### src/rtl/ball_motion_update.sv
// ball_motion_update
// ------------------
// Pong ball motion and scoring state machine. Holds the ball at the centre
// of the playfield until a serve, waits a fixed number of frame ticks, then
// applies the velocity supplied by the external collision logic once per
// frame. It bounces the ball off the top and bottom walls, scores misses on
// the left and right edges, and stops the game when a player reaches
// WIN_SCORE.
//
// Ports
//   clk         system clock (single domain)
//   rst_n       synchronous active-low reset
//   frame_tick  one-cycle pulse per video frame
//   serve       start / restart request, level sampled every cycle
//   Vx_In       two's-complement X velocity proposed by the collision logic
//   Vy_In       two's-complement Y velocity proposed by the collision logic
//   Ball_X      ball top-left X position
//   Ball_Y      ball top-left Y position
//   Ball_Vx     current X velocity (two's complement)
//   Ball_Vy     current Y velocity (two's complement)
//   score_p1    player 1 (left paddle) score
//   score_p2    player 2 (right paddle) score
//   point_p1    one-cycle pulse when player 1 scores
//   point_p2    one-cycle pulse when player 2 scores
//   game_over   high while the game is in the OVER state
module ball_motion_update #(
    parameter int SCREEN_WIDTH  = 640,
    parameter int SCREEN_HEIGHT = 480,
    parameter int BALL_SIZE     = 10,
    parameter int INIT_VX       = 2,
    parameter int INIT_VY       = 1,
    parameter int SERVE_DELAY   = 60,
    parameter int WIN_SCORE     = 7
) (
    input  logic        clk,
    input  logic        rst_n,
    input  logic        frame_tick,
    input  logic        serve,
    input  logic [15:0] Vx_In,
    input  logic [15:0] Vy_In,
    output logic [15:0] Ball_X,
    output logic [15:0] Ball_Y,
    output logic [15:0] Ball_Vx,
    output logic [15:0] Ball_Vy,
    output logic [3:0]  score_p1,
    output logic [3:0]  score_p2,
    output logic        point_p1,
    output logic        point_p2,
    output logic        game_over
);

    localparam logic [15:0] CENTRE_X = 16'((SCREEN_WIDTH - BALL_SIZE) / 2);
    localparam logic [15:0] CENTRE_Y = 16'((SCREEN_HEIGHT - BALL_SIZE) / 2);
    localparam logic [15:0] MAX_Y_W  = 16'(SCREEN_HEIGHT - BALL_SIZE);

    localparam logic signed [17:0] MAX_X_S = 18'(SCREEN_WIDTH - BALL_SIZE);
    localparam logic signed [17:0] MAX_Y_S = 18'(SCREEN_HEIGHT - BALL_SIZE);

    localparam logic [15:0] SERVE_VX_POS = 16'(INIT_VX);
    localparam logic [15:0] SERVE_VX_NEG = 16'(-INIT_VX);
    localparam logic [15:0] SERVE_VY     = 16'(INIT_VY);

    localparam logic [3:0]  WIN_W = 4'(WIN_SCORE);

    localparam int CNT_W = (SERVE_DELAY < 2) ? 1 : $clog2(SERVE_DELAY);
    localparam logic [CNT_W-1:0] CNT_LAST = CNT_W'(SERVE_DELAY - 1);

    typedef enum logic [2:0] {
        S_IDLE   = 3'd0,
        S_WAIT   = 3'd1,
        S_PLAY   = 3'd2,
        S_SCORED = 3'd3,
        S_OVER   = 3'd4
    } state_t;

    state_t            state_q;
    logic [15:0]       ball_x_q;
    logic [15:0]       ball_y_q;
    logic [15:0]       vx_q;
    logic [15:0]       vy_q;
    logic [3:0]        score_p1_q;
    logic [3:0]        score_p2_q;
    logic              point_p1_q;
    logic              point_p2_q;
    logic              game_over_q;
    logic              dir_neg_q;     // next serve goes toward the left (negative X)
    logic [CNT_W-1:0]  wait_cnt_q;

    // Candidate position for this frame, widened to 18-bit signed so that
    // both underflow below zero and overflow past the far edge are visible.
    logic signed [17:0] nx_d;
    logic signed [17:0] ny_d;
    logic [15:0]        vy_neg_d;
    logic [15:0]        serve_vx_d;

    always_comb begin
        nx_d       = $signed({2'b00, ball_x_q}) + $signed({{2{Vx_In[15]}}, Vx_In});
        ny_d       = $signed({2'b00, ball_y_q}) + $signed({{2{Vy_In[15]}}, Vy_In});
        vy_neg_d   = 16'd0 - Vy_In;
        serve_vx_d = dir_neg_q ? SERVE_VX_NEG : SERVE_VX_POS;
    end

    always_ff @(posedge clk) begin
        if (!rst_n) begin
            state_q     <= S_IDLE;
            ball_x_q    <= CENTRE_X;
            ball_y_q    <= CENTRE_Y;
            vx_q        <= 16'd0;
            vy_q        <= 16'd0;
            score_p1_q  <= 4'd0;
            score_p2_q  <= 4'd0;
            point_p1_q  <= 1'b0;
            point_p2_q  <= 1'b0;
            game_over_q <= 1'b0;
            dir_neg_q   <= 1'b0;
            wait_cnt_q  <= '0;
        end else begin
            // Point pulses last exactly one cycle.
            point_p1_q <= 1'b0;
            point_p2_q <= 1'b0;

            case (state_q)
                S_IDLE: begin
                    ball_x_q <= CENTRE_X;
                    ball_y_q <= CENTRE_Y;
                    vx_q     <= 16'd0;
                    vy_q     <= 16'd0;
                    // A tick coinciding with serve is not counted.
                    if (serve) begin
                        state_q    <= S_WAIT;
                        dir_neg_q  <= 1'b0;
                        wait_cnt_q <= '0;
                    end
                end

                S_WAIT: begin
                    if (frame_tick) begin
                        if (wait_cnt_q == CNT_LAST) begin
                            vx_q       <= serve_vx_d;
                            vy_q       <= SERVE_VY;
                            wait_cnt_q <= '0;
                            state_q    <= S_PLAY;
                        end else begin
                            wait_cnt_q <= wait_cnt_q + 1'b1;
                        end
                    end
                end

                S_PLAY: begin
                    if (frame_tick) begin
                        // Misses win over wall hits; the ball is left where
                        // it was so the scoring frame shows the last position.
                        if (nx_d < 0) begin
                            if (score_p2_q < WIN_W) begin
                                score_p2_q <= score_p2_q + 4'd1;
                            end
                            point_p2_q <= 1'b1;
                            dir_neg_q  <= 1'b1;
                            state_q    <= S_SCORED;
                        end else if (nx_d > MAX_X_S) begin
                            if (score_p1_q < WIN_W) begin
                                score_p1_q <= score_p1_q + 4'd1;
                            end
                            point_p1_q <= 1'b1;
                            dir_neg_q  <= 1'b0;
                            state_q    <= S_SCORED;
                        end else begin
                            ball_x_q <= nx_d[15:0];
                            vx_q     <= Vx_In;
                            if (ny_d < 0) begin
                                ball_y_q <= 16'd0;
                                vy_q     <= vy_neg_d;
                            end else if (ny_d > MAX_Y_S) begin
                                ball_y_q <= MAX_Y_W;
                                vy_q     <= vy_neg_d;
                            end else begin
                                ball_y_q <= ny_d[15:0];
                                vy_q     <= Vy_In;
                            end
                        end
                    end
                end

                S_SCORED: begin
                    if (score_p1_q == WIN_W || score_p2_q == WIN_W) begin
                        state_q     <= S_OVER;
                        game_over_q <= 1'b1;
                    end else begin
                        state_q    <= S_WAIT;
                        ball_x_q   <= CENTRE_X;
                        ball_y_q   <= CENTRE_Y;
                        vx_q       <= 16'd0;
                        vy_q       <= 16'd0;
                        wait_cnt_q <= '0;
                    end
                end

                S_OVER: begin
                    // Ball and scores stay frozen until a new game is served.
                    if (serve) begin
                        state_q     <= S_WAIT;
                        game_over_q <= 1'b0;
                        score_p1_q  <= 4'd0;
                        score_p2_q  <= 4'd0;
                        dir_neg_q   <= 1'b0;
                        ball_x_q    <= CENTRE_X;
                        ball_y_q    <= CENTRE_Y;
                        vx_q        <= 16'd0;
                        vy_q        <= 16'd0;
                        wait_cnt_q  <= '0;
                    end
                end

                default: begin
                    state_q <= S_IDLE;
                end
            endcase
        end
    end

    assign Ball_X    = ball_x_q;
    assign Ball_Y    = ball_y_q;
    assign Ball_Vx   = vx_q;
    assign Ball_Vy   = vy_q;
    assign score_p1  = score_p1_q;
    assign score_p2  = score_p2_q;
    assign point_p1  = point_p1_q;
    assign point_p2  = point_p2_q;
    assign game_over = game_over_q;

endmodule

### config.mk
export PLATFORM = sky130hd
export DESIGN_NAME = ball_motion_update
export DESIGN_NICKNAME = d
export VERILOG_FILES = /design/src/rtl/ball_motion_update.sv
export SDC_FILE = /design/constraint.sdc
export NUM_CORES = 1
export LEC_CHECK = 0
export BUFFER_PORTS_ARGS = -buffer_cell sky130_fd_sc_hd__buf_4
export CORE_MARGIN = 5
export CORE_UTILIZATION = 56
export DETAILED_ROUTE_END_ITERATION = 10
export PLACE_DENSITY = 0.91
export SKIP_LAST_GASP = 1
export SLEW_MARGIN = 15
export SYNTH_ARGS = -nofsm -noshare
export SYNTH_HDL_FRONTEND = slang
export SYNTH_SLANG_ARGS = --single-unit
export TNS_END_PERCENT = 1
### constraint.sdc
create_clock -name clk -period 4 [get_ports clk]
set_clock_uncertainty 0.05 [all_clocks]
set_input_delay 0.2 -clock clk [delete_from_list [all_inputs] [get_ports clk]]
set_output_delay 0.2 -clock clk [all_outputs]
set_load 0.01 [all_outputs]
# After elaboration in Yosys (flattened, before gate mapping)
# Index checks and enable logic that the tools add are counted.
[op_classes]
bitwise = 3
eq_ne = 21
n_addsub = 6
mux = 63
order_cmp = 6
reduce_logical = 19
[ops]
columns = ["operator", "n"]
rows = [
  ["two-way mux 16 bit", 27],
  ["one-hot mux 16 bit (5 select lines)", 2],
  ["one-hot mux 16 bit (4 select lines)", 2],
  ["adder 17 x 16 -> 18 bit", 2],
  ["less-than comparator 18 x 1 -> 1 bit, second input constant", 2],
  ["two-way mux 4 bit", 8],
  ["two-way mux 6 bit", 4],
  ["!= test 2 bit, second input constant", 12],
  ["two-way mux 3 bit", 7],
  ["> comparator 18 x 10 -> 1 bit, second input constant", 1],
  ["> comparator 18 x 11 -> 1 bit, second input constant", 1],
  ["one-hot mux 6 bit (3 select lines)", 1],
  ["one-hot mux 4 bit (2 select lines)", 2],
  ["subtractor 1 x 16 -> 16 bit, first input constant", 1],
  ["one-hot mux 3 bit (4 select lines)", 1],
  ["AND reduction 6 bit", 2],
  ["AND reduction 5 bit", 2],
  ["adder 4 x 1 -> 4 bit, second input constant", 2],
  ["== test 4 x 3 -> 1 bit, second input constant", 2],
  ["less-than comparator 4 x 3 -> 1 bit, second input constant", 2],
  ["AND reduction 4 bit", 2],
  ["AND reduction 8 bit", 1],
  ["two-way mux 1 bit", 7],
  ["adder 6 x 1 -> 6 bit, second input constant", 1],
  ["other kinds (17)", 24],
]
[totals]
elab_cells = 130
register_bits = 85
output_inout_bits = 75
input_bits = 36

# Longest topological paths before layout
[depth]
word_depth = 8
ltp_mapped = 13
mapped_depth_nobuf = 11

# Least setup slack after synthesis
# OpenSTA, ideal clock, no wires.
[synth_timing]
path_kind = "reg-to-reg"
startpoint = "reg ball_x_q[0] (netlist: Ball_X[0])"
endpoint = "reg ball_y_q[5] (netlist: Ball_Y[5])"
arrival_ps = 3431
path_slack_ps = 386
path_stages_with_launch = 14
setup_ps = 134
required_time_ps = 3816
n_path_buf = 2
period_less_slack_ps = 3614
cell_sequence = "dfxtp_1 -> ha_1 -> fa_1 -> a21o_1 -> a311o_1 -> a221o_1 -> a41o_1 -> or2_0 -> mux2_4 -> or3_1 -> buf_2 -> clkbuf_1 -> a31oi_1 -> a31oi_1"
[synth_between]
elab_chain_cells = 4
word_cells_on_any_way = 6
classes_between = "add/sub (1); order compare (2); eq/ne (2); reduce/logical (1)"
[synth_lines]
columns = ["item", "line", "text"]
rows = [
  ["from (decl)", "77", "logic [15:0] ball_x_q;"],
  ["from (signal assigned)", "168", "ball_x_q <= nx_d[15:0];"],
  ["adder 17 x 16 -> 18 bit *", "97", "nx_d = $signed({2'b00, ball_x_q}) + $signed({{2{Vx_In[15]}}, Vx_In});"],
  ["> comparator 18 x 11 -> 1 bit / less-than comparator 18 x 1 -> 1 bit (equally long branches)", "160, 153", ""],
  ["!= test 2 bit (no source line)", "-", ""],
  ["AND reduction 6 bit (no source line) *", "-", ""],
  ["to (signal assigned)", "177", "ball_y_q <= ny_d[15:0];"],
  ["to (decl)", "78", "logic [15:0] ball_y_q;"],
]
# Mark *: on every way between the ends. The rest lies on a longest branch, timed or not.
# A chain may end at the register's enable or synchronous reset.

# Worst setup path in the final report
[layout_timing]
startpoint = "reg ball_x_q[4] (netlist: Ball_X[4])"
endpoint = "reg vy_q[7] (netlist: Ball_Vy[7])"
[layout_between]
elab_chain_cells = 4
word_cells_on_any_way = 6
classes_between = "add/sub (1); order compare (2); eq/ne (2); reduce/logical (1)"
[layout_lines]
columns = ["item", "line", "text"]
rows = [
  ["adder 17 x 16 -> 18 bit *", "97", ""],
  ["> comparator 18 x 11 -> 1 bit / less-than comparator 18 x 1 -> 1 bit (equally long branches)", "160, 153", ""],
  ["!= test 2 bit (no source line)", "-", ""],
  ["AND reduction 8 bit (no source line) *", "-", ""],
  ["to (signal assigned)", "172", "vy_q <= vy_neg_d;"],
  ["to (signal assigned)", "175", "vy_q <= vy_neg_d;"],
  ["to (signal assigned)", "178", "vy_q <= Vy_In;"],
  ["to (decl)", "80", "logic [15:0] vy_q;"],
]
# Marked as above.

==> results.md <==
- Gr usage total: 0.281
- WHS: 0.0263 ns
- Total power: 2.26 mW
- First-pass GRT wire length: 27000 um
- RSZ-0062 raised after global routing: true
- Share of cells above drive strength 1: 0.216
- Initial antenna violation count: 0
- Post-CTS Resized: 0
- Most common cell in the netlist: dfxtp_1
- Required time worst endpoint: 4.27 ns
- DRC violations left: 0
- Yosys cell types: 77
- Placed insts: 865
- Fin crit share: 0.956
- Design Area, Final: 6660 sq um
- Post-route setup slack: 0.178 ns
- Row cnt: 36
- Most used DFF post-synth: dfxtp_1
- Top-area cell type share of the netlist area: 0.310
- Die Area: 11900 sq um
- Vias in the first global route: 5670
- Postcts setup bufs: 0
- Crit start category: register
- Reg2reg setup slack: 0.18 ns
- Nets: 819
- Layout Area Growth over Synthesis: 21.3%
- TritonCTS clock tree: built
- Top post-synthesis cells by area: dfxtp_1, ha_1, a21oi_1
- Slew HR: 0.627
- Lkg Pwr: 3.27 nW
- Number of diodes: 0
- Final min period: 3.82 ns
- Seq cells post-synth: 85
- Sequential share of the synthesized area: 0.310
- Vias per Instance: 6.50
- Syn Area/Cell: 8.53 sq um
- Dpl ws: 0.181 ns
- Drt wl/cell: 18.7 um
- PortBufs: 110
- Global route overflow: 0
- Commonest cells in the netlist: dfxtp_1, nor2_1, nand2_1
- Maxcap violations: 0
- Detailed placement HPWL: 11900 um
- VDD IR max: 0.205 mV
- Worst setup EP type: register
- EDFF count, synth: 0
- Die X: 109 um
- Async set or reset register ratio after synthesis: 0
- GP Congestion: 0.928
- Crit Path Max Fanout: 20
- Starting density of the core: 0.566
- Post-Route WL: 16400 um
- Total core area: 9680 sq um
- Final core occ: 0.687
- FMAX: 0.262 GHz
- Vias: 5722
- Synth warnings: 0
- Max clock buf depth: 2
- Post-Syn Instances: 643
- HP Class: primary input to register
- Synth Cell Area: 5490 sq um
- Hold-fix buffers at CTS: 0
- Largest net degree at the start of global routing: 53
- Num CTS Buffers: 9
- Slew @ Worst Pin: 0.559 ns
- Die height: 109 um
- Final Instance Count excl. Fillers: 880
- Depth of the CTS H-tree: 3
- Latest clock arrival within the worst-skew pair: 0.36 ns
- Crit path kind: register to register
- Pre-antenna DRT Iters: 6
- Fin Setup TNS: 0 ns
- Syn_nets: 719
- Status: finished clean
- Crit path DAT: 4.09 ns
- CTS root buffer: clkbuf_8
- Pwr/cell area: 339 nW/um^2
- Pins Over Slew Limit: 0
- Placed inst area: 6460 sq um
- Final Hold Fails: 0
- Final setup violation count: 0
- CTS clock-pin slew for the worst setup and hold paths: 0.09 ns
- Clock sink count: 85
- Num ports: 111
- Iteration-0 DRC Markers: 612
- Post-synth top area cell: dfxtp_1
- Detail Route Antenna Nets: 0
-- layout make-up --
class	count	area, sq um
multi-input cells	493	3530
fillers	749	3030
flip-flops and latches	85	1700
repair buffers	120	938
well taps	133	166
clock buffers	11	141
inverters	34	128
clock inverters	4	48.8
-- worst max-delay path: stages, from the launching register on --
cell	delay, ns
dfxtp_1	0.34
ha_1	0.36
and3_1	0.21
a211oi_2	0.46
o211ai_1	0.23
xnor2_1	0.28
a31oi_1	0.08
or4_1	0.66
or3_1	0.42
buf_4	0.24
nor4_1	0.29
a211o_1	0.14
-- cells by family (layout without fill, tap and decap cells) --
kind of cell	after synthesis	in the layout	synth area share
DFF	85	85	0.310
AOI/OAI and AO/OA	215	215	0.290
muxes	10	10	0.0194
buffers and inverters	65	169	0.0479
xor gates and xnor gates	20	20	0.0319
and+or+nand+nor	208	208	0.206
adders and majority gates	40	40	0.0940
-- path summary, 6_finish.rpt --
kind / cells past startpoint / end / from
worst max-delay path: 11 / Ball_Vy[7] / Ball_X[4]
worst max register to register: 11 / Ball_Vy[7] / Ball_X[4]
worst min register to register: 1 / Ball_Vy[2] / Ball_Vy[2]
worst min-delay path: 2 / Ball_Vx[7] / Vx_In[7]
-- where the power goes --
| part | switching [mW] | internal (mW) |
|---|---|---|
| combinational | 0.446 | 0.267 |
| sequential | 0.0502 | 0.881 |
| clock | 0.311 | 0.302 |
| total | 0.807 | 1.45 |
-- metal layers --
| layer | vias to the layer above | global-route usage | part of all wire | routed length [um] |
|---|---|---|---|---|
| met5 | - | 0 | 0 | 0 |
| met4 | 0 | 0.0920 | 0.021 | 347 |
| met3 | 44 | 0.0509 | 0.080 | 1320 |
| met2 | 276 | 0.492 | 0.49 | 8120 |
| met1 | 2756 | 0.347 | 0.40 | 6640 |
| li1 | 2646 | - | - | - |
-- cells in the final DEF, fill, tap and decap left out, drive strengths merged, types with 4 or more instances in the layout --
master / n
a211oi: 8
or4: 4
a21o: 14
nand2: 40
nand4: 7
a21oi: 38
dfxtp: 85
a31oi: 15
o211ai: 4
a21boi: 5
buf: 120
ha: 38
mux2i: 8
inv: 34
a221o: 15
clkbuf: 11
xor2: 9
or3: 11
and3: 22
o2111ai: 4
nor2: 46
nor2b: 9
or2: 6
o21ai: 31
nand2b: 6
nand3: 18
a211o: 16
nor3: 13
xnor2: 11
nor4: 15
o22ai: 5
and2: 5
o211a: 17
-- registers in the layout (all words and copies together), names as in the netlist --
name        cells
Ball_Vx        16
Ball_Vy        16
Ball_X         16
Ball_Y         16
dir_neg_q       1
game_over       1
point_p1        1
point_p2        1
score_p1        4
score_p2        4
state_q         3
wait_cnt_q      6
No activity file was read; power rests on OpenSTA's default activity.
